$ cat config.mk
export PLATFORM = sky130hd
export DESIGN_NAME = msff_shift_array
export DESIGN_NICKNAME = d
export VERILOG_FILES = /design/src/rtl/msff_pkg.sv /design/src/rtl/msff_reg.sv /design/src/rtl/msff_shift_array.sv
export SDC_FILE = /design/constraint.sdc
export NUM_CORES = 1
export LEC_CHECK = 0
export CAP_MARGIN = 15
export CORE_UTILIZATION = 36
export DETAILED_ROUTE_END_ITERATION = 16
export PLACE_DENSITY = 0.75
export SLEW_MARGIN = 20
export SYNTH_ARGS = -nofsm -noshare
export SYNTH_HDL_FRONTEND = slang
export SYNTH_HIERARCHICAL = 1
export SYNTH_SLANG_ARGS = --single-unit
$ cat constraint.sdc
create_clock -name Clk -period 1.35 [get_ports Clk]
set_clock_uncertainty 0.1 [all_clocks]
set_input_delay 0.2025 -clock Clk [delete_from_list [all_inputs] [get_ports Clk]]
set_output_delay 0.2025 -clock Clk [all_outputs]
set_load 0.02 [all_outputs]
$ cat src/rtl/msff_pkg.sv
// Shared definitions for the msff shift array.
// Mode encodings and the Count width helper.
package msff_pkg;

  localparam logic [1:0] MODE_HOLD  = 2'b00;
  localparam logic [1:0] MODE_SHIFT = 2'b01;
  localparam logic [1:0] MODE_LOAD  = 2'b10;
  localparam logic [1:0] MODE_ROT   = 2'b11;

  function automatic int msff_cw(input int depth);
    return $clog2(depth + 1);
  endfunction

endpackage

$ cat src/rtl/msff_reg.sv
// WIDTH-bit rising-edge register with
// asynchronous active-low clear.
module msff_reg #(
  parameter int WIDTH = 4
) (
  input  logic             Clk,
  input  logic             Rst_n,
  input  logic [WIDTH-1:0] D,
  output logic [WIDTH-1:0] Q
);

  always_ff @(posedge Clk or negedge Rst_n) begin
    if (!Rst_n) Q <= '0;
    else        Q <= D;
  end

endmodule

$ cat src/rtl/msff_shift_array.sv
// DEPTH x WIDTH register array: hold/shift/load/rotate with fill count.
// Optional scan chain enabled by defining MSFF_SCAN_EN.
module msff_shift_array
  import msff_pkg::*;
#(
  parameter int WIDTH = 4,
  parameter int DEPTH = 4,
  parameter int CW    = msff_cw(DEPTH)
) (
  input  logic                   Clk,
  input  logic                   Rst_n,
  input  logic [1:0]             Mode,
  input  logic [WIDTH-1:0]       Din,
  input  logic [WIDTH*DEPTH-1:0] Load_data,
`ifdef MSFF_SCAN_EN
  input  logic                   Scan_en,
  input  logic                   Scan_in,
  output logic                   Scan_out,
`endif
  output logic [WIDTH-1:0]       Dout,
  output logic [WIDTH*DEPTH-1:0] Q_all,
  output logic [CW-1:0]          Count,
  output logic                   Full
);

  localparam int NB = WIDTH * DEPTH;
  localparam logic [CW-1:0] CMAX = CW'(DEPTH);

  logic [WIDTH-1:0] q [DEPTH];
  logic [WIDTH-1:0] d [DEPTH];
  logic [CW-1:0]    cnt;
  logic [CW-1:0]    cnt_d;

  for (genvar i = 0; i < DEPTH; i++) begin : g_stage
    msff_reg #(.WIDTH(WIDTH)) u_reg (
      .Clk  (Clk),
      .Rst_n(Rst_n),
      .D    (d[i]),
      .Q    (q[i])
    );
    assign Q_all[i*WIDTH +: WIDTH] = q[i];
  end

`ifdef MSFF_SCAN_EN
  logic [NB-1:0] scan_nx;
  assign scan_nx  = {Q_all[NB-2:0], Scan_in};
  assign Scan_out = Q_all[NB-1];
`endif

  always_comb begin
    for (int i = 0; i < DEPTH; i++) d[i] = q[i];
    cnt_d = cnt;
    unique case (1'b1)
      (Mode == MODE_HOLD): ;
      (Mode == MODE_SHIFT): begin
        d[0] = Din;
        for (int i = 1; i < DEPTH; i++) d[i] = q[i-1];
        if (cnt != CMAX) cnt_d = cnt + 1'b1;
      end
      (Mode == MODE_LOAD): begin
        for (int i = 0; i < DEPTH; i++)
          d[i] = Load_data[i*WIDTH +: WIDTH];
        cnt_d = CMAX;
      end
      (Mode == MODE_ROT): begin
        d[0] = q[DEPTH-1];
        for (int i = 1; i < DEPTH; i++) d[i] = q[i-1];
      end
      default: ;
    endcase
`ifdef MSFF_SCAN_EN
    // Scan overrides Mode and leaves the fill level alone
    if (Scan_en) begin
      for (int i = 0; i < DEPTH; i++)
        d[i] = scan_nx[i*WIDTH +: WIDTH];
      cnt_d = cnt;
    end
`endif
  end

  always_ff @(posedge Clk or negedge Rst_n) begin
    if (!Rst_n) cnt <= '0;
    else        cnt <= cnt_d;
  end

  assign Count = cnt;
  assign Full  = (cnt == CMAX);
  assign Dout  = q[DEPTH-1];

endmodule

==> impl_metrics.py, run 1 <==
metrics = {
    "synth": {
        "ys_seq_elements": 19,
        "synth_warnings": 6,
        "synth_area_mm2": 0.00100,
        "synth-xor-area-share": 0,
        "netlist_instances": 88,
        "ys_types": 19,
        "synth_edf_count": 0,
        "synthMuxAreaShare": 0.209,
        "synth_top_family_by_area": "multiplexers",
        "syn_nets": 114,
        "async_flop_share": 1.00,
        "synthAdderAreaFrac": 0.0249,
        "synthTopCellsByArea": "dfrtp_1 (47%), mux2i_1 (12%), mux4_2 (9.0%)",
        "avgSynthCellArea_um2": 11.4,
        "synth_compound_area_frac": 0.126,
        "synthFlopType": "dfrtp_1",
        "synth_top_cell_by_area": "dfrtp_1",
        "seq_area_frac_synth": 0.474,
        "synth_top_area_share": 0.474,
        "synthSimpleGateAreaFrac": 0.0648,
    },
    "timing": {
        "grt_setup_unrepaired": "yes",
        "setup_viol": 4,
        "fin_setup_tns_ns": -0.152,
        "holdWs_ns": 0.123,
        "worst-slew-pin-transition_ns": 0.240,
        "timing.final.ws_setup_ns": -0.0864,
        "relSlewSlack": 0.840,
        "max_freq_mhz": 696,
        "period_needed_ns": 1.44,
        "post-route-period-util": 1.06,
        "slew_viol_final": 0,
        "hold_violations": 0,
    },
    "power": {
        "clkPwrFrac": 0.169,
        "power_switching_share": 0.344,
        "p_seq_frac": 0.417,
        "p_per_area_mw_per_mm2": 1130,
        "ir_drop_mv": 0.628,
        "cellLeakagePower_nw": 0.700,
        "combinationalPowerShare": 0.414,
        "p_int_mw": 1.13,
        "p_switching_mw": 0.592,
        "power_mw": 1.72,
    },
    "worst_setup_path": {
        "cp.depth": 5,
        "crit_type": "reg2out",
        "crit_arrival_ns": 1.13,
        "critPathTopFamily": "flip-flops",
        "slowest_stage": "dfrtp_2",
        "path_cells": "inv_2 > ha_4 > nand2_4 > inv_2 > buf_6",
        "r2r_cells": 5,
        "cp_num_buf_inv": 3,
        "path_common_cell": "inv_2",
        "start_kind": "flop",
        "end_kind": "primary output",
        "critPathMaxStageDelay_ns": 0.42,
        "crit_path_max_fanout": 2,
        "critPathRequiredTime_ns": 1.05,
    },
    "grt": {
        "grt_pass1_wl_um": 3790,
        "globalRouteOverflowTotal": 0,
        "antenna_found_initial": 0,
        "grt_max_degree": 20,
        "grt_pass1_vias": 873,
        "grt_use_total": 0.184,
    },
    "die": {
        "core_region_area_mm2": 0.00254,
        "die_h_um": 54.8,
        "row_count": 18,
        "io_pins": 48,
        "die_w_um": 54.8,
        "initial_utilization": 0.394,
        "die_area_mm2": 0.00300,
    },
    "final_layout": {
        "antenna_cells": 0,
        "design_area_mm2": 0.00153,
        "syn_to_final_growth_pct": 52.1,
        "drive_gt1_frac": 0.314,
        "final_cell_mix": "clkdlybuf4s50_1 (23), dfrtp_1 (17), nand2_1 (13)",
        "fin_nets": 167,
        "mostFrequentLayoutCell": "clkdlybuf4s50_1",
    },
    "clock_network": {
        "cts_setup_buffers": 0,
        "cts.sinks": 19,
        "cts_max_path_buffers": 2,
        "clkSlewWorstSetupHoldPaths_ns": 0.11,
        "root_buffer": "clkbuf_4",
        "clock_latency_ns": 0.30,
        "cts_tree": "yes",
        "cts_buffers": 3,
        "htree_levels": 1,
    },
    "placed_design": {
        "preCtsSetupSlack_ns": -0.265,
        "gp_congestion": 0.735,
        "port-buffer-count": 47,
        "place_area_mm2": 0.00153,
    },
    "route": {
        "wl_per_cell_um": 14.0,
        "ant_nets": 0,
        "routed_wl_um": 2380,
        "drc_errors": 0,
        "route.vias.total": 871,
        "drt-initial-drc-count": 14,
        "via_per_inst": 5.12,
        "firstDrtPassIters": 4,
    },
    "status": {
        "violations": "negative setup slack",
        "status": "finished, violations left",
    },
    "worst_hold_path": {
        "hold_path.class": "in2async",
    },
    "job": {
        "drv_cap": 0,
    },
}
state kept, by name (all words and copies together), names as in the netlist:
| register | flops |
|---|---|
| Count | 3 |
| g_stage.u_reg/Q | 16 |
cell families (layout without fill, tap and decap cells):
| kind of cell | Yosys count | count (layout) |
|---|---|---|
| AO/OA/AOI/OAI | 21 | 21 |
| adder cells (fa/ha/maj) | 2 | 2 |
| buffers and inverters | 14 | 66 |
| flip-flops | 19 | 19 |
| multiplexers | 16 | 16 |
| AND/OR/NAND/NOR | 16 | 16 |
final cells by class:
class / count / area (um^2)
multi-input combinational: 55 / 447
tap: 30 / 37.5
fill: 232 / 1020
sequential: 19 / 478
inverter: 3 / 11.3
clock buffer: 4 / 26.3
timing repair buffer: 59 / 527
synth_stat cells, types with 2 or more instances:
cell       n
buf_6      2
a211oi_1   2
o21ai_0   12
ha_1       2
a21oi_1    2
mux4_2     4
nand2_1   14
a22o_1     3
mux2i_1   12
clkbuf_1   2
buf_2      2
dfrtp_1   19
inv_1      3
buf_4      4
stage by stage:
| step | std cells | utilization |
|---|---|---|
| 2_1_floorplan | 88 | - |
| 3_3_place_gp | 166 | 0.600 |
| 3_5_place_dp | 166 | 0.600 |
| 4_1_cts | 170 | 0.612 |
| 5_1_grt | 170 | 0.600 |
| 6_report | 170 | 0.600 |
path summary, 6_finish.rpt:
kind	start	endpoint	slack (ns)
min in group Clk	g_stage[2].u_reg/Q[1]	g_stage[3].u_reg/Q[1]	0.43
max in group asynchronous	Rst_n	Count[0]	0.81
worst max-delay path	Count[0]	Full	-0.09
worst max register to register	Count[0]	Count[1]	-0.04
worst min-delay path	Rst_n	g_stage[1].u_reg/Q[0]	0.12
worst min register to register	g_stage[2].u_reg/Q[1]	g_stage[3].u_reg/Q[1]	0.43
repair_timing:
item	in CTS	in global routing
endpoints found under the setup margin	26	22
hold buffers	0	0
hold endpoints to repair	0	0
gates resized for setup	59	21
gates cloned	0	0
pin swaps	4	1
power groups by stage:
stage | logic [mW] | registers, mW | clock network (mW)
3_3_place_gp | 0.710 | 0.726 | 0
2_1_floorplan | 0.253 | 0.824 | 0
3_5_place_dp | 0.725 | 0.726 | 0
5_1_grt | 0.767 | 0.730 | 0.325
6_report | 0.713 | 0.718 | 0.291
4_1_cts | 0.701 | 0.719 | 0.303
routing by layer:
metal / routed length, um / GRT usage
met5: 0 / 0
met1: 966 / 0.219
met4: 38 / 0.0897
met2: 1230 / 0.315
met3: 139 / 0.0306
No activity file was read; power rests on OpenSTA's default activity.
==> run 2, diff against run 1 <==
Settings changed: CORE_ASPECT_RATIO set to 1.5, GPL_ROUTABILITY_DRIVEN set to 0.
==> impl_metrics.py, run 2 (same netlist as run 1, synthesis figures left out) <==
metrics = {
    "timing": {
        "worst-slew-pin-transition_ns": 0.253,
        "timing.final.ws_setup_ns": -0.0410,
        "relSlewSlack": 0.831,
        "period_needed_ns": 1.39,
        "post-route-period-util": 1.03,
        "holdWs_ns": 0.173,
        "slew_viol_final": 0,
        "hold_violations": 0,
        "grt_setup_unrepaired": "yes",
        "setup_viol": 4,
        "max_freq_mhz": 719,
    },
    "worst_setup_path": {
        "start_kind": "flop",
        "cp_num_buf_inv": 3,
        "critPathTopFamily": "flip-flops",
        "crit_arrival_ns": 1.09,
        "rrSetupSlack_ns": -0.01,
        "reg2reg_from": "Count[1]",
        "crit_type": "reg2out",
        "end_kind": "primary output",
        "critPathRequiredTime_ns": 1.05,
        "critPathMaxStageDelay_ns": 0.41,
        "slowest_stage": "dfrtp_2",
        "path_common_cell": "inv_2",
        "crit_path_max_fanout": 2,
        "path_cells": "inv_2 > ha_4 > nand2_4 > inv_2 > buf_6",
        "reg2reg_to": "Count[1]",
        "r2r_cells": 5,
    },
    "clock_network": {
        "cts_max_path_buffers": 2,
        "cts_tree": "yes",
        "cts_buffers": 3,
        "clkSlewWorstSetupHoldPaths_ns": 0.07,
        "root_buffer": "clkbuf_8",
        "htree_levels": 1,
        "cts.sinks": 19,
        "clock_latency_ns": 0.26,
        "cts_hold_buf": 0,
    },
    "die": {
        "core_region_area_mm2": 0.00265,
        "die_w_um": 45.1,
        "io_pins": 48,
        "die_h_um": 66.7,
        "initial_utilization": 0.379,
        "row_count": 23,
        "die_area_mm2": 0.00301,
    },
    "route": {
        "route.vias.total": 886,
        "wl_per_cell_um": 14.7,
        "routed_wl_um": 2620,
        "drt-initial-drc-count": 20,
        "firstDrtPassIters": 4,
        "ant_nets": 0,
        "drc_errors": 0,
        "via_per_inst": 4.98,
    },
    "power": {
        "p_seq_frac": 0.388,
        "p_int_mw": 1.23,
        "ir_drop_mv": 0.557,
        "p_switching_mw": 0.614,
        "cellLeakagePower_nw": 0.743,
        "clkPwrFrac": 0.215,
        "power_switching_share": 0.334,
        "combinationalPowerShare": 0.397,
        "p_per_area_mw_per_mm2": 1150,
    },
    "grt": {
        "use_met3": 0.0244,
        "globalRouteOverflowTotal": 0,
        "use_met2": 0.315,
        "grt_use_total": 0.190,
        "grt_use_met1": 0.220,
        "grt_pass1_wl_um": 4050,
        "grt_max_degree": 20,
        "antenna_found_initial": 0,
        "top_usage_layer": "met2",
        "grt_pass1_vias": 856,
    },
    "final_layout": {
        "drive_gt1_frac": 0.227,
        "final_cell_mix": "clkdlybuf4s50_1 (23), dlygate4sd2_1 (18), dfrtp_1 (17)",
        "mostFrequentLayoutCell": "clkdlybuf4s50_1",
        "fin_nets": 168,
        "regMostFlops": "g_stage.u_reg/Q",
        "syn_to_final_growth_pct": 59.4,
        "fin_cells": 178,
        "largest_reg_flops": 16,
        "antenna_cells": 0,
    },
    "job": {
        "drv_cap": 0,
    },
    "status": {
        "status": "finished, violations left",
        "violations": "negative setup slack",
    },
    "placed_design": {
        "hpwlAfterDp_um": 1980,
        "dp.cells": 174,
        "port-buffer-count": 47,
    },
    "worst_hold_path": {
        "hold_path.class": "in2async",
    },
}
-- run 2: cell types whose count changed in the layout (fill, tap and decap cells not counted), sizes merged --
cell / delta
dlygate4sd2: +18
buf: +1
clkbuf: -11
clkdlybuf4s15: -7
-- run 2: worst max path at each step --
stage / from / to / slack (ns) / cells after the start
2_1_floorplan: Count[1] / Count[1] / -0.06 / 5
3_3_place_gp: Mode[1] / g_stage[0].u_reg/Q[0] / -0.24 / 3
3_5_place_dp: Count[1] / Full / -0.28 / 5
4_1_cts: Count[0] / Full / -0.03 / 5
5_1_grt: Count[1] / Full / -0.08 / 5
6_report: Count[1] / Full / -0.04 / 5
-- run 2: per-stage QoR --
| stage | area [um^2] | setup slack (ns) | total power, mW | util | setup TNS [ns] |
|---|---|---|---|---|---|
| after floorplan | 1010 | -0.0576 | 1.08 | - | -0.0576 |
| after global placement | 1560 | -0.242 | 1.45 | 0.587 | -2.99 |
| after detailed placement | 1560 | -0.284 | 1.47 | 0.587 | -3.58 |
| after CTS | 1590 | -0.0349 | 1.83 | 0.599 | -0.0555 |
| after global routing | 1600 | -0.0786 | 1.95 | 0.604 | -0.193 |
| final | 1600 | -0.0410 | 1.84 | 0.604 | -0.0624 |
-- run 2: metal layers --
layer | vias to the layer above | part of all wire
li1 | 411 | -
met1 | 440 | 0.38
met2 | 23 | 0.56
met3 | 12 | 0.029
met4 | 0 | 0.038
met5 | - | 0
-- run 2: worst register-to-register path: stages, from the launching register on --
cell     delay [ns]
dfrtp_2        0.41
inv_2          0.07
ha_4           0.19
nor2b_1        0.12
a22o_1         0.19
a22o_1         0.17
-- run 2: final cells by class --
class,instances,area [um^2]
tap,37,46.3
inverter,3,11.3
multi-input combinational,55,457
fill,224,1050
sequential,19,478
timing repair buffer,60,562
clock buffer,4,45.0
-- run 2: power by group through the flow --
stage | Sequential [mW] | Clock, mW | Combinational (mW)
floorplan | 0.824 | 0 | 0.253
global placement | 0.720 | 0 | 0.727
detailed placement | 0.726 | 0 | 0.746
CTS | 0.713 | 0.406 | 0.712
global route | 0.724 | 0.444 | 0.779
finish | 0.714 | 0.396 | 0.730
-- run 2: timing repair --
item,CTS,global route
setup buffers,1,0
gates resized for setup,40,5
endpoints found under the setup margin,26,7
pin swaps,2,2
==> run 3, diff against run 2 <==
Settings changed: SLEW_MARGIN 20 to 10.
==> results of run 3 <==
The final DEF is identical to that of run 2; final timing and power are the same.
